--- config.mk ---
export PLATFORM = sky130hd
export DESIGN_NAME = ctrl_decode_stage_flat
export DESIGN_NICKNAME = d
export VERILOG_FILES = /design/src/rtl/ctrl_decode_stage_pkg.sv /design/src/rtl/ctrl_decode_stage_if.sv /design/src/rtl/ctrl_decode_stage_decode.sv /design/src/rtl/ctrl_decode_stage.sv /design/src/flat_wrapper.sv
export SDC_FILE = /design/constraint.sdc
export NUM_CORES = 1
export LEC_CHECK = 0
export BUFFER_PORTS_ARGS = -buffer_cell sky130_fd_sc_hd__buf_2
export CORE_MARGIN = 4
export CORE_UTILIZATION = 40
export DETAILED_ROUTE_END_ITERATION = 10
export GPL_ROUTABILITY_DRIVEN = 0
export PLACE_DENSITY = 0.68
export SLEW_MARGIN = 10
export SYNTH_ARGS = -nofsm -noshare
export SYNTH_HDL_FRONTEND = slang
export SYNTH_HIERARCHICAL = 1
export SYNTH_SLANG_ARGS = --single-unit
--- constraint.sdc ---
create_clock -name clk -period 5.81 [get_ports clk]
set_input_delay 0.8715 -clock clk [delete_from_list [all_inputs] [get_ports clk]]
set_output_delay 0.8715 -clock clk [all_outputs]
set_load 0.01 [all_outputs]
--- src/rtl/ctrl_decode_stage_pkg.sv ---
// Shared types for the registered RV32 control decode stage.
package ctrl_pkg;

  localparam logic [6:0] OP_R   = 7'b0110011;
  localparam logic [6:0] OP_I   = 7'b0010011;
  localparam logic [6:0] OP_LUI = 7'b0110111;
  localparam logic [6:0] OP_SYS = 7'b1110011;

  // Widest GPIO bank the decoder can address; the stage slices down to NUM_GPIO.
  localparam int GPIO_MAX = 16;

  typedef enum logic [3:0] {
    ALU_AND   = 4'b0000,
    ALU_OR    = 4'b0001,
    ALU_XOR   = 4'b0010,
    ALU_ADD   = 4'b0011,
    ALU_SUB   = 4'b0100,
    ALU_MUL   = 4'b0101,
    ALU_MULH  = 4'b0110,
    ALU_MULHU = 4'b0111,
    ALU_SLL   = 4'b1000,
    ALU_SRL   = 4'b1001,
    ALU_SRA   = 4'b1010,
    ALU_SLT   = 4'b1100,
    ALU_SLTU  = 4'b1101
  } aluop_e;

  typedef enum logic [1:0] {
    SEL_GPIO = 2'd0,
    SEL_IMMU = 2'd1,
    SEL_ALU  = 2'd2
  } regsel_e;

  typedef enum logic [1:0] {
    ST_EMPTY = 2'd0,
    ST_FULL  = 2'd1,
    ST_MUL   = 2'd2
  } st_e;

  typedef struct packed {
    logic                alusrc;
    logic                regwrite;
    regsel_e             regsel;
    aluop_e              aluop;
    logic [GPIO_MAX-1:0] gpio_we;
    logic                illegal;
  } ctrl_t;

endpackage

--- src/rtl/ctrl_decode_stage_if.sv ---
// Fetch-side handshake plus decoded control bundle presented to execute.
interface ctrl_decode_stage_if #(
  parameter int NUM_GPIO = 1
) ();
  logic                in_valid;
  logic                in_ready;
  logic [31:0]         instr;
  logic                out_valid;
  logic                out_ready;
  logic                alusrc;
  logic                regwrite;
  logic [1:0]          regsel;
  logic [3:0]          aluop;
  logic [NUM_GPIO-1:0] gpio_we;
  logic                illegal;
  logic                mul_busy;

  modport slave (
    input  in_valid, instr, out_ready,
    output in_ready, out_valid, alusrc, regwrite, regsel, aluop, gpio_we, illegal, mul_busy
  );

  modport master (
    output in_valid, instr, out_ready,
    input  in_ready, out_valid, alusrc, regwrite, regsel, aluop, gpio_we, illegal, mul_busy
  );
endinterface

--- src/rtl/ctrl_decode_stage_decode.sv ---
// Combinational RV32 decode table: instr -> ctrl_t plus a multiply flag.
module ctrl_decode
  import ctrl_pkg::*;
#(
  parameter int          NUM_GPIO      = 1,
  parameter logic [11:0] GPIO_CSR_BASE = 12'hF00
) (
  input  logic [31:0] i_instr,
  output ctrl_t       o_ctrl,
  output logic        o_is_mul
);

  logic [6:0]  w_op;
  logic [2:0]  w_f3;
  logic [6:0]  w_f7;
  logic [11:0] w_csr;
  logic [11:0] w_off;
  logic        w_in_range;
  logic        w_legal;
  logic        w_is_mul;
  ctrl_t       w_ctrl;
  logic        w_unused;

  assign w_op  = i_instr[6:0];
  assign w_f3  = i_instr[14:12];
  assign w_f7  = i_instr[31:25];
  assign w_csr = i_instr[31:20];
  assign w_off = w_csr - GPIO_CSR_BASE;
  // Offset compare avoids overflow of BASE+NUM_GPIO near the top of CSR space.
  assign w_in_range = (w_csr >= GPIO_CSR_BASE) && ({20'd0, w_off} < 32'(NUM_GPIO));
  assign w_unused   = ^{i_instr[19:15], i_instr[11:7]};

  always_comb begin
    w_ctrl   = '0;
    w_legal  = 1'b1;
    w_is_mul = 1'b0;
    case (w_op)
      OP_R: begin
        w_ctrl.regwrite = 1'b1;
        w_ctrl.regsel   = SEL_ALU;
        case (w_f7)
          7'b0000000: begin
            case (w_f3)
              3'b000: w_ctrl.aluop = ALU_ADD;
              3'b111: w_ctrl.aluop = ALU_AND;
              3'b110: w_ctrl.aluop = ALU_OR;
              3'b100: w_ctrl.aluop = ALU_XOR;
              3'b001: w_ctrl.aluop = ALU_SLL;
              3'b101: w_ctrl.aluop = ALU_SRL;
              3'b010: w_ctrl.aluop = ALU_SLT;
              default: w_ctrl.aluop = ALU_SLTU;
            endcase
          end
          7'b0100000: begin
            case (w_f3)
              3'b000:  w_ctrl.aluop = ALU_SUB;
              3'b101:  w_ctrl.aluop = ALU_SRA;
              default: w_legal = 1'b0;
            endcase
          end
          7'b0000001: begin
            w_is_mul = 1'b1;
            case (w_f3)
              3'b000:  w_ctrl.aluop = ALU_MUL;
              3'b001:  w_ctrl.aluop = ALU_MULH;
              3'b011:  w_ctrl.aluop = ALU_MULHU;
              default: w_legal = 1'b0;
            endcase
          end
          default: w_legal = 1'b0;
        endcase
      end
      OP_I: begin
        w_ctrl.regwrite = 1'b1;
        w_ctrl.alusrc   = 1'b1;
        w_ctrl.regsel   = SEL_ALU;
        case (w_f3)
          3'b000: w_ctrl.aluop = ALU_ADD;
          3'b111: w_ctrl.aluop = ALU_AND;
          3'b110: w_ctrl.aluop = ALU_OR;
          3'b100: w_ctrl.aluop = ALU_XOR;
          3'b010: w_ctrl.aluop = ALU_SLT;
          3'b011: w_ctrl.aluop = ALU_SLTU;
          3'b001: begin
            w_ctrl.aluop = ALU_SLL;
            if (w_f7 != 7'b0000000) w_legal = 1'b0;
          end
          default: begin
            if (w_f7 == 7'b0000000)      w_ctrl.aluop = ALU_SRL;
            else if (w_f7 == 7'b0100000) w_ctrl.aluop = ALU_SRA;
            else                         w_legal = 1'b0;
          end
        endcase
      end
      OP_LUI: begin
        w_ctrl.regwrite = 1'b1;
        w_ctrl.regsel   = SEL_IMMU;
      end
      OP_SYS: begin
        w_ctrl.regwrite = 1'b1;
        w_ctrl.regsel   = SEL_GPIO;
        if (w_f3 == 3'b001 && w_in_range) w_ctrl.gpio_we[w_off[3:0]] = 1'b1;
        else                              w_legal = 1'b0;
      end
      default: w_legal = 1'b0;
    endcase
    // Anything outside the table becomes a pure illegal marker with no side effects.
    if (!w_legal) begin
      w_ctrl         = '0;
      w_ctrl.illegal = 1'b1;
      w_is_mul       = 1'b0;
    end
  end

  assign o_ctrl   = w_ctrl;
  assign o_is_mul = w_is_mul;

endmodule

--- src/rtl/ctrl_decode_stage.sv ---
// One-entry registered decode stage with multiply stall between fetch and execute.
module ctrl_decode_stage
  import ctrl_pkg::*;
#(
  parameter int          NUM_GPIO      = 1,
  parameter logic [11:0] GPIO_CSR_BASE = 12'hF00,
  parameter int          MUL_CYCLES    = 3
) (
  input logic                clk,
  input logic                rst,
  ctrl_decode_stage_if.slave bus
);

  localparam int CW = (MUL_CYCLES > 1) ? $clog2(MUL_CYCLES) : 1;

  st_e         r_state;
  st_e         w_next;
  logic [CW-1:0] r_cnt;
  ctrl_t       r_ctrl;
  ctrl_t       w_dec;
  logic        w_is_mul;
  logic        w_mul_go;
  logic        w_accept;
  logic        w_in_ready;
  logic        w_out_valid;
  logic        w_mul_busy;
  logic        w_unused_gpio;

  ctrl_decode #(
    .NUM_GPIO     (NUM_GPIO),
    .GPIO_CSR_BASE(GPIO_CSR_BASE)
  ) u_dec (
    .i_instr (bus.instr),
    .o_ctrl  (w_dec),
    .o_is_mul(w_is_mul)
  );

  assign w_accept = bus.in_valid && w_in_ready;
  assign w_mul_go = w_is_mul && (MUL_CYCLES > 1);

  always_ff @(posedge clk) begin
    if (rst) r_state <= ST_EMPTY;
    else     r_state <= w_next;
  end

  always_comb begin
    w_next = r_state;
    case (r_state)
      ST_EMPTY, ST_FULL: begin
        if (w_accept)                             w_next = w_mul_go ? ST_MUL : ST_FULL;
        else if (r_state == ST_FULL && bus.out_ready) w_next = ST_EMPTY;
      end
      ST_MUL:  if (r_cnt == CW'(1)) w_next = ST_FULL;
      default: w_next = ST_EMPTY;
    endcase
  end

  always_comb begin
    w_in_ready  = 1'b0;
    w_out_valid = 1'b0;
    w_mul_busy  = 1'b0;
    case (r_state)
      ST_EMPTY: w_in_ready = 1'b1;
      ST_FULL: begin
        w_out_valid = 1'b1;
        w_in_ready  = bus.out_ready;
      end
      ST_MUL:   w_mul_busy = 1'b1;
      default:  w_in_ready = 1'b0;
    endcase
  end

  // Controls only change on accept, so they stay frozen through stalls and back-pressure.
  always_ff @(posedge clk) begin
    if (rst) begin
      r_ctrl <= '0;
      r_cnt  <= '0;
    end else if (w_accept) begin
      r_ctrl <= w_dec;
      r_cnt  <= w_mul_go ? CW'(MUL_CYCLES - 1) : '0;
    end else if (r_state == ST_MUL && r_cnt != '0) begin
      r_cnt  <= r_cnt - CW'(1);
    end
  end

  assign w_unused_gpio = ^r_ctrl.gpio_we;

  assign bus.in_ready  = w_in_ready;
  assign bus.out_valid = w_out_valid;
  assign bus.mul_busy  = w_mul_busy;
  assign bus.alusrc    = r_ctrl.alusrc;
  assign bus.regwrite  = r_ctrl.regwrite;
  assign bus.regsel    = r_ctrl.regsel;
  assign bus.aluop     = r_ctrl.aluop;
  assign bus.gpio_we   = r_ctrl.gpio_we[NUM_GPIO-1:0];
  assign bus.illegal   = r_ctrl.illegal;

endmodule

--- src/flat_wrapper.sv ---
// flat-port wrapper written by rule: the top's interface ports become plain ports
module ctrl_decode_stage_flat import ctrl_pkg::*;
#(
  parameter int          NUM_GPIO      = 1,
  parameter logic [11:0] GPIO_CSR_BASE = 12'hF00,
  parameter int          MUL_CYCLES    = 3
)
  (clk, rst, bus_in_valid, bus_instr, bus_out_ready, bus_in_ready, bus_out_valid, bus_alusrc, bus_regwrite, bus_regsel, bus_aluop, bus_gpio_we, bus_illegal, bus_mul_busy);
  ctrl_decode_stage_if #(.NUM_GPIO(NUM_GPIO)) bus_i ();
  input logic clk;
  input logic rst;
  input wire logic [$bits(bus_i.in_valid)-1:0] bus_in_valid;
  input wire logic [$bits(bus_i.instr)-1:0] bus_instr;
  input wire logic [$bits(bus_i.out_ready)-1:0] bus_out_ready;
  output wire logic [$bits(bus_i.in_ready)-1:0] bus_in_ready;
  output wire logic [$bits(bus_i.out_valid)-1:0] bus_out_valid;
  output wire logic [$bits(bus_i.alusrc)-1:0] bus_alusrc;
  output wire logic [$bits(bus_i.regwrite)-1:0] bus_regwrite;
  output wire logic [$bits(bus_i.regsel)-1:0] bus_regsel;
  output wire logic [$bits(bus_i.aluop)-1:0] bus_aluop;
  output wire logic [$bits(bus_i.gpio_we)-1:0] bus_gpio_we;
  output wire logic [$bits(bus_i.illegal)-1:0] bus_illegal;
  output wire logic [$bits(bus_i.mul_busy)-1:0] bus_mul_busy;
  assign bus_i.in_valid = bus_in_valid;
  assign bus_i.instr = bus_instr;
  assign bus_i.out_ready = bus_out_ready;
  assign bus_in_ready = bus_i.in_ready;
  assign bus_out_valid = bus_i.out_valid;
  assign bus_alusrc = bus_i.alusrc;
  assign bus_regwrite = bus_i.regwrite;
  assign bus_regsel = bus_i.regsel;
  assign bus_aluop = bus_i.aluop;
  assign bus_gpio_we = bus_i.gpio_we;
  assign bus_illegal = bus_i.illegal;
  assign bus_mul_busy = bus_i.mul_busy;
  ctrl_decode_stage #(.NUM_GPIO(NUM_GPIO), .GPIO_CSR_BASE(GPIO_CSR_BASE), .MUL_CYCLES(MUL_CYCLES)) u_core (.clk(clk), .rst(rst), .bus(bus_i));
endmodule
==> flow_summary.html, run 1 <==
<table>
<tr><th>Metric</th><th>Value</th></tr>
<tr><th colspan="2">Clocking</th></tr>
<tr><td>Master cell of the clock root buffer</td><td>clkbuf_4</td></tr>
<tr><td>Clock Pin Slew Worst Setup and Hold Paths</td><td>0.09 ns</td></tr>
<tr><td># clock sinks</td><td>14</td></tr>
<tr><td>Post-cts repair resize count</td><td>0</td></tr>
<tr><td>Clock network latency to the later pin of the worst-skew pair</td><td>0.28 ns</td></tr>
<tr><td>H-tree depth reported by CTS</td><td>1</td></tr>
<tr><td>Hold bufs inserted after CTS</td><td>0</td></tr>
<tr><td>CTS buffer count</td><td>3</td></tr>
<tr><td>Maximum count of clock buffers along a single path</td><td>2</td></tr>
<tr><td>Buffer count from post-CTS setup fixing</td><td>0</td></tr>
<tr><td>CTS tree</td><td>built</td></tr>
<tr><th colspan="2">Cells and area</th></tr>
<tr><td>Flip-flop and latch area</td><td>280 um^2</td></tr>
<tr><td>Area of the multi-input gates</td><td>801 um^2</td></tr>
<tr><td>Post-layout net count</td><td>around 220</td></tr>
<tr><td>N_diodes</td><td>0</td></tr>
<tr><td>Number of fill cells in the layout</td><td>290</td></tr>
<tr><td>Share of layout cells above drive strength 1</td><td>0.284</td></tr>
<tr><td>Area grow syn2layout</td><td>18.5%</td></tr>
<tr><th colspan="2">STA</th></tr>
<tr><td>Setup tns final</td><td>0 ns</td></tr>
<tr><td>Min Clock Period, post-route</td><td>2.65 ns</td></tr>
<tr><td>Count of endpoints failing setup in the final report</td><td>0</td></tr>
<tr><td>Transition at the pin with the smallest max-transition slack</td><td>0.663 ns</td></tr>
<tr><td>Unrepaired setup endpoints after global routing</td><td>no</td></tr>
<tr><td>Fin Clk Skew</td><td>0.00256 ns</td></tr>
<tr><td>Fmax</td><td>377 MHz</td></tr>
<tr><td>Share of the cycle needed by the critical path after routing</td><td>0.456</td></tr>
<tr><td>Count of pins over their slew limit</td><td>0</td></tr>
<tr><td>Final Worst Setup Slack</td><td>3.16 ns</td></tr>
<tr><td>Max_slew headroom</td><td>0.557</td></tr>
<tr><td>Fin Hold WS</td><td>roughly 0.48 ns</td></tr>
<tr><td>Final hold violation count</td><td>0</td></tr>
<tr><th colspan="2">GRT</th></tr>
<tr><td>Global-route met3 utilization</td><td>0.0496</td></tr>
<tr><td>Wire length of the first global-routing pass</td><td>5060 um</td></tr>
<tr><td>Maximum number of pins on one net before global-route repair</td><td>15</td></tr>
<tr><td>Initial antenna violation count</td><td>0</td></tr>
<tr><td>GR Util met2</td><td>0.302</td></tr>
<tr><td>Global routing met1 resource utilization</td><td>0.203</td></tr>
<tr><td>Vias in the first global route</td><td>1219</td></tr>
<tr><td>Total congestion overflow</td><td>0</td></tr>
<tr><td>Tot GR Track Use</td><td>0.174</td></tr>
<tr><td>Highest-utilization routing layer at the global route stage</td><td>met2</td></tr>
<tr><th colspan="2">Die</th></tr>
<tr><td>Die W</td><td>61.8 um</td></tr>
<tr><td>Number of placed I/O pins</td><td>49</td></tr>
<tr><td>Overall die area</td><td>0.00382 mm^2</td></tr>
<tr><td>Row count</td><td>19</td></tr>
<tr><td>Placeable core region</td><td>0.00276 mm^2</td></tr>
<tr><td>Starting utilization of the core area</td><td>0.420</td></tr>
<tr><td>Die Y-Extent</td><td>61.8 um</td></tr>
<tr><th colspan="2">Placed design</th></tr>
<tr><td>Setup WS pre-CTS</td><td>2.89 ns</td></tr>
<tr><td>Placed wire-length estimate</td><td>2420 um</td></tr>
<tr><td>Input/output buffers</td><td>38</td></tr>
<tr><th colspan="2">Power and ir drop</th></tr>
<tr><td>Portion of total power attributed to the clock network</td><td>0.339</td></tr>
<tr><td>Switching power</td><td>0.0000616 W</td></tr>
<tr><td>Final Total Pwr</td><td>0.000213 W</td></tr>
<tr><td>Peak supply drop</td><td>165 uV</td></tr>
<tr><td>Static leakage power</td><td>about 0.54 nW</td></tr>
<tr><td>Power share of the combinational group</td><td>0.200</td></tr>
<tr><td>Switching Share</td><td>0.289</td></tr>
<tr><td>Cell-internal power</td><td>0.000151 W</td></tr>
<tr><td>P per Cell Area</td><td>155 mW/mm^2</td></tr>
<tr><td>Power share of the sequential group</td><td>0.461</td></tr>
<tr><th colspan="2">Yosys</th></tr>
<tr><td>Syn. warnings</td><td>6</td></tr>
<tr><td>Post-synth net total</td><td>188</td></tr>
<tr><td>Post-Syn Area</td><td>0.00116 mm^2</td></tr>
<tr><td>Post-synthesis area per instance</td><td>7.72 um^2</td></tr>
<tr><td>Syn Inst Count</td><td>150</td></tr>
<tr><th colspan="2">Critical path</th></tr>
<tr><td>CP Cell Sequence</td><td>buf_2 &gt; or3_1 &gt; o41ai_2 &gt; a32oi_1 &gt; a211oi_1 &gt; nand3_1 &gt; a221oi_1</td></tr>
<tr><td>Critical path's largest stage delay</td><td>0.54 ns</td></tr>
<tr><td>Number of logic stages on the critical path including buffering</td><td>7</td></tr>
<tr><td>Maximum fanout count along the critical path</td><td>9</td></tr>
<tr><td>CP Buf/Inv Count</td><td>1</td></tr>
<tr><td>Startpoint-to-endpoint class of the critical path</td><td>in -&gt; reg</td></tr>
<tr><td>Element type at the critical path end</td><td>flip-flop</td></tr>
<tr><td>Worst path arrival time</td><td>2.85 ns</td></tr>
<tr><td>Launching element type of the critical path</td><td>input pin</td></tr>
<tr><td>Required time reported for the critical path endpoint</td><td>6.01 ns</td></tr>
<tr><td>Launch instance of the worst register-to-register path</td><td>u_core/r_state[1]</td></tr>
<tr><td>Endpoint of the worst register-to-register path</td><td>u_core/r_state[1]</td></tr>
<tr><td>Register-to-register setup slack</td><td>4.32 ns</td></tr>
<tr><td>Worst reg2reg path depth</td><td>3</td></tr>
<tr><td>Kind of cell adding the most delay to the critical path</td><td>compound AO/OA/AOI/OAI gates</td></tr>
<tr><td>Crit-path slowest cell</td><td>or3_1</td></tr>
<tr><th colspan="2">Route</th></tr>
<tr><td>Routed wire length per instance</td><td>14.6 um</td></tr>
<tr><td>DR pass1 iterations</td><td>4</td></tr>
<tr><td>Drt initial violations</td><td>20</td></tr>
<tr><td>Via count</td><td>1252</td></tr>
<tr><td>Routed Wire Length</td><td>3120 um</td></tr>
<tr><td>Detail-routed via count per cell</td><td>5.85</td></tr>
<tr><td>Detail Route Antenna Nets</td><td>0</td></tr>
<tr><td>DRC</td><td>0</td></tr>
<tr><th colspan="2">Hold path</th></tr>
<tr><td>Hold wc startpoint</td><td>u_core/bus.alusrc</td></tr>
<tr><td>Hold endpoint</td><td>u_core/bus.alusrc</td></tr>
<tr><td>Hold path cells</td><td>2</td></tr>
<tr><td>Class of the tightest hold or removal check</td><td>reg -&gt; reg</td></tr>
<tr><th colspan="2">Job</th></tr>
<tr><td>Max_cap viols</td><td>0</td></tr>
<tr><th colspan="2">Outcome</th></tr>
<tr><td>Status</td><td>finished, final reports clean</td></tr>
</table>
## flip-flops by register name (all words and copies together), names as in the netlist
| name | count |
|---|---|
| u_core/bus.aluop | 4 |
| u_core/bus.alusrc | 1 |
| u_core/bus.gpio_we | 1 |
| u_core/bus.illegal | 1 |
| u_core/bus.regsel | 2 |
| u_core/bus.regwrite | 1 |
| u_core/r_cnt | 2 |
| u_core/r_state | 2 |
## layout by cell type, fill, tap and decap left out, drive strengths merged, types with 2 or more instances in the layout
| cell type | n |
|---|---|
| a211oi | 2 |
| a21oi | 13 |
| a221oi | 2 |
| a32oi | 2 |
| and2 | 4 |
| and2b | 3 |
| buf | 38 |
| clkbuf | 4 |
| dfxtp | 14 |
| ha | 2 |
| inv | 7 |
| nand2 | 6 |
| nand2b | 8 |
| nand3 | 15 |
| nand3b | 3 |
| nand4 | 2 |
| nor2 | 5 |
| nor2b | 4 |
| nor3 | 5 |
| nor4 | 3 |
| o2111ai | 3 |
| o21ai | 11 |
| o21bai | 2 |
| o22ai | 2 |
| o31ai | 3 |
| o41ai | 3 |
| or2 | 2 |
| or3 | 3 |
| or4 | 2 |
## worst reg2reg max path, delay by kind of cell, from the launching register on
family | cells | cell delay [ns]
AOI/OAI and AO/OA | 1 | 0.25
DFF | 1 | 0.39
and+or+nand+nor | 2 | 0.75
## through the flow
stage | utilization | instance area [um^2] | cells
after floorplan | - | 1160 | 150
after global placement | 0.485 | 1340 | 210
after detailed placement | 0.485 | 1340 | 210
after CTS | 0.498 | 1370 | 214
after global routing | 0.498 | 1370 | 214
final | 0.498 | 1370 | 214
## routing by layer
layer | vias up | wire (um)
li1 | 629 | -
met2 | 34 | 1590
met1 | 583 | 1320
met4 | 0 | 53
met3 | 6 | 151
met5 | - | 0
## power groups by stage
stage / Sequential (W) / Clock [W] / Combinational [W]
finish: 0.0000981 / 0.0000723 / 0.0000425
CTS: 0.0000982 / 0.0000738 / 0.0000418
global route: 0.0000983 / 0.0000785 / 0.0000473
detailed placement: 0.000100 / 0 / 0.0000416
floorplan: 0.000100 / 0 / 0.0000250
global placement: 0.000100 / 0 / 0.0000400
## area by class of cell
class | count | area share
clock buffers | 4 | 0.0264
inverters | 7 | 0.0191
repair buffers | 38 | 0.139
well taps | 31 | 0.0283
flip-flops and latches | 14 | 0.204
multi-input cells | 120 | 0.583
## how the worst max path moves through the flow
stage / from / end / slack, ns
global route: bus_instr[29] / u_core/r_state[1] / 3.06
floorplan: bus_instr[29] / u_core/r_state[1] / 3.27
global placement: bus_instr[29] / u_core/r_state[1] / 2.92
detailed placement: bus_instr[29] / u_core/r_state[1] / 2.89
CTS: bus_instr[29] / u_core/r_state[1] / 3.19
finish: bus_instr[29] / u_core/r_state[1] / 3.16
Note: power is estimated with default switching activity, not from simulation.
==> run 2: changes to the inputs <==
Settings changed: PLACE_DENSITY 0.68 to 0.71.
Clock period 5.81 ns to 2.4 ns, I/O delays scaled along.
==> flow_summary.html, run 2 (synthesized netlist as in run 1, its figures left out) <==
<table>
<tr><th>Metric</th><th>Value</th></tr>
<tr><th colspan="2">Cells and area</th></tr>
<tr><td>Commonest non-fill, non-tap cells in the layout</td><td>buf_2 (38), nand3_1 (15), dfxtp_1 (14)</td></tr>
<tr><td>Number of flip-flops in the largest register</td><td>4 (unchanged)</td></tr>
<tr><td>N_diodes</td><td>0 (unchanged)</td></tr>
<tr><td>Share of layout cells above drive strength 1</td><td>0.299 (+0.0153)</td></tr>
<tr><td>Number of fill cells in the layout</td><td>286 (-1.4%)</td></tr>
<tr><td>Area grow syn2layout</td><td>20.5%</td></tr>
<tr><td>Count of placed standard cells in the final layout, fillers left out</td><td>218 (+1.9%)</td></tr>
<tr><td>Post-layout net count</td><td>227 (+2.3%)</td></tr>
<tr><td>Most common cell after layout, fill and taps aside</td><td>buf_2</td></tr>
<tr><th colspan="2">Route</th></tr>
<tr><td>DRC</td><td>0 (unchanged)</td></tr>
<tr><td>Via count</td><td>1286 (+2.7%)</td></tr>
<tr><td>DR pass1 iterations</td><td>4 (unchanged)</td></tr>
<tr><td>Routed Wire Length</td><td>3040 um (-2.4%)</td></tr>
<tr><td>Detail Route Antenna Nets</td><td>0 (unchanged)</td></tr>
<tr><td>Drt initial violations</td><td>46 (+130%)</td></tr>
<tr><td>Detail-routed via count per cell</td><td>5.90 (+0.83%)</td></tr>
<tr><td>Routed wire length per instance</td><td>13.9 um (-4.2%)</td></tr>
<tr><th colspan="2">STA</th></tr>
<tr><td>Fmax</td><td>496 MHz</td></tr>
<tr><td>Min Clock Period, post-route</td><td>2.02 ns</td></tr>
<tr><td>Setup tns final</td><td>0 ns (unchanged)</td></tr>
<tr><td>Count of pins over their slew limit</td><td>0 (unchanged)</td></tr>
<tr><td>Final hold violation count</td><td>0 (unchanged)</td></tr>
<tr><td>Unrepaired setup endpoints after global routing</td><td>no</td></tr>
<tr><td>Count of endpoints failing setup in the final report</td><td>0 (unchanged)</td></tr>
<tr><td>Max_slew headroom</td><td>0.699 (+0.142)</td></tr>
<tr><td>Transition at the pin with the smallest max-transition slack</td><td>0.451 ns (-0.212 ns)</td></tr>
<tr><td>Share of the cycle needed by the critical path after routing</td><td>0.840</td></tr>
<tr><td>Fin Clk Skew</td><td>0.000918 ns (-0.00164 ns)</td></tr>
<tr><th colspan="2">Clocking</th></tr>
<tr><td>Clock network latency to the later pin of the worst-skew pair</td><td>0.27 ns (about the same)</td></tr>
<tr><td>CTS buffer count</td><td>3 (unchanged)</td></tr>
<tr><td>CTS tree</td><td>built</td></tr>
<tr><td>Hold bufs inserted after CTS</td><td>0 (unchanged)</td></tr>
<tr><td>H-tree depth reported by CTS</td><td>1 (unchanged)</td></tr>
<tr><td>Maximum count of clock buffers along a single path</td><td>2 (unchanged)</td></tr>
<tr><td>Master cell of the clock root buffer</td><td>clkbuf_4</td></tr>
<tr><td>Clock Pin Slew Worst Setup and Hold Paths</td><td>0.07 ns (-0.02 ns)</td></tr>
<tr><td>Buffer count from post-CTS setup fixing</td><td>0 (unchanged)</td></tr>
<tr><td># clock sinks</td><td>14 (unchanged)</td></tr>
<tr><td>Post-cts repair resize count</td><td>0 (unchanged)</td></tr>
<tr><th colspan="2">Placed design</th></tr>
<tr><td>Placed wire-length estimate</td><td>2450 um (+1.4%)</td></tr>
<tr><td>Input/output buffers</td><td>38 (unchanged)</td></tr>
<tr><td>Count of placed standard cells including taps</td><td>215 (+2.4%)</td></tr>
<tr><th colspan="2">Critical path</th></tr>
<tr><td>CP Cell Sequence</td><td>buf_2 &gt; or3_1 &gt; nor4_4 &gt; a32oi_1 &gt; a211oi_1 &gt; nand3_1 &gt; a221oi_1</td></tr>
<tr><td>Element type at the critical path end</td><td>flip-flop</td></tr>
<tr><td>Launching element type of the critical path</td><td>input pin</td></tr>
<tr><td>Startpoint-to-endpoint class of the critical path</td><td>in -&gt; reg</td></tr>
<tr><td>Kind of cell adding the most delay to the critical path</td><td>simple AND/OR/NAND/NOR gates</td></tr>
<tr><td>Start point of the critical path</td><td>bus_instr[29]</td></tr>
<tr><td>Required time reported for the critical path endpoint</td><td>2.58 ns (-3.43 ns)</td></tr>
<tr><td>Crit-path slowest cell</td><td>or3_1</td></tr>
<tr><td>CP Buf/Inv Count</td><td>1 (unchanged)</td></tr>
<tr><td>Critical path's largest stage delay</td><td>0.50 ns (-0.04 ns)</td></tr>
<tr><td>Launch instance of the worst register-to-register path</td><td>u_core/r_cnt[0]</td></tr>
<tr><td>Maximum fanout count along the critical path</td><td>5 (-4)</td></tr>
<tr><td>Worst path arrival time</td><td>2.20 ns (-0.65 ns)</td></tr>
<tr><th colspan="2">GRT</th></tr>
<tr><td>Initial antenna violation count</td><td>0 (unchanged)</td></tr>
<tr><td>Vias in the first global route</td><td>1146 (-6.0%)</td></tr>
<tr><td>Total congestion overflow</td><td>0 (unchanged)</td></tr>
<tr><td>Wire length of the first global-routing pass</td><td>4790 um (-5.5%)</td></tr>
<tr><td>Maximum number of pins on one net before global-route repair</td><td>15 (unchanged)</td></tr>
<tr><td>Tot GR Track Use</td><td>0.164 (-0.00925)</td></tr>
<tr><th colspan="2">Power and ir drop</th></tr>
<tr><td>P per Cell Area</td><td>338 mW/mm^2 (+120%)</td></tr>
<tr><td>Static leakage power</td><td>0.554 nW (+2.9%)</td></tr>
<tr><td>Peak supply drop</td><td>465 uV (+180%)</td></tr>
<tr><th colspan="2">Outcome</th></tr>
<tr><td>Status</td><td>finished, final reports clean</td></tr>
<tr><th colspan="2">Hold path</th></tr>
<tr><td>Class of the tightest hold or removal check</td><td>in -&gt; reg</td></tr>
<tr><td>Hold wc startpoint</td><td>rst</td></tr>
<tr><th colspan="2">Die</th></tr>
<tr><td>Die W</td><td>61.8 um (unchanged)</td></tr>
<tr><td>Row count</td><td>19 (unchanged)</td></tr>
<tr><td>Placeable core region</td><td>0.00276 mm^2 (unchanged)</td></tr>
<tr><td>Starting utilization of the core area</td><td>0.420 (unchanged)</td></tr>
<tr><td>Die Y-Extent</td><td>61.8 um (unchanged)</td></tr>
<tr><td>Number of placed I/O pins</td><td>49 (unchanged)</td></tr>
<tr><td>Overall die area</td><td>0.00382 mm^2 (unchanged)</td></tr>
<tr><th colspan="2">Job</th></tr>
<tr><td>Max_cap viols</td><td>0 (unchanged)</td></tr>
</table>
## run 2: cell count changes in the layout (fill, tap and decap cells not counted)
cell / previous run / this run
buf_4: 0 / 5
clkbuf_8: 1 / 0
## run 2: power by group
group	leakage, nW	internal, W	switching, W
Combinational	0.427	0.0000435	0.0000639
Sequential	0.113	0.000235	0.00000259
Clock	0.0138	0.0000581	0.0000692
Total	0.554	0.000336	0.000136
## run 2: worst paths after layout
path | to | slack (ns) | depth (start not counted)
min | u_core/bus.aluop[1] | 0.43 | 2
max reg2reg | u_core/r_cnt[1] | 1.12 | 5
max | u_core/r_state[1] | 0.38 | 7
min reg2reg | u_core/bus.gpio_we | 0.48 | 2
## run 2: area by class of cell
type	instances	area, um^2	area share
multi-input combinational	120	801	0.573
sequential	14	280	0.201
timing repair buffer	43	228	0.163
tap	31	38.8	0.0278
inverter	7	26.3	0.0188
clock buffer	3	22.5	0.0161
## run 2: through the flow
| step | hold WS [ns] | util | instance area [um^2] | total power, W | setup WS, ns |
|---|---|---|---|---|---|
| floorplan | 0.429 | - | 1160 | 0.000304 | 0.374 |
| global placement | 0.464 | 0.498 | 1370 | 0.000344 | 0.139 |
| detailed placement | 0.470 | 0.498 | 1370 | 0.000349 | 0.124 |
| CTS | 0.414 | 0.506 | 1400 | 0.000477 | 0.415 |
| global route | 0.437 | 0.506 | 1400 | 0.000500 | 0.231 |
| finish | 0.425 | 0.506 | 1400 | 0.000472 | 0.383 |
## run 2: metal layers
layer | vias up | GRT usage | part of all wire
li1 | 641 | - | -
met1 | 594 | 0.198 | 0.41
met2 | 47 | 0.288 | 0.53
met3 | 4 | 0.0434 | 0.045
met4 | 0 | 0.0424 | 0.0099
met5 | - | 0 | 0
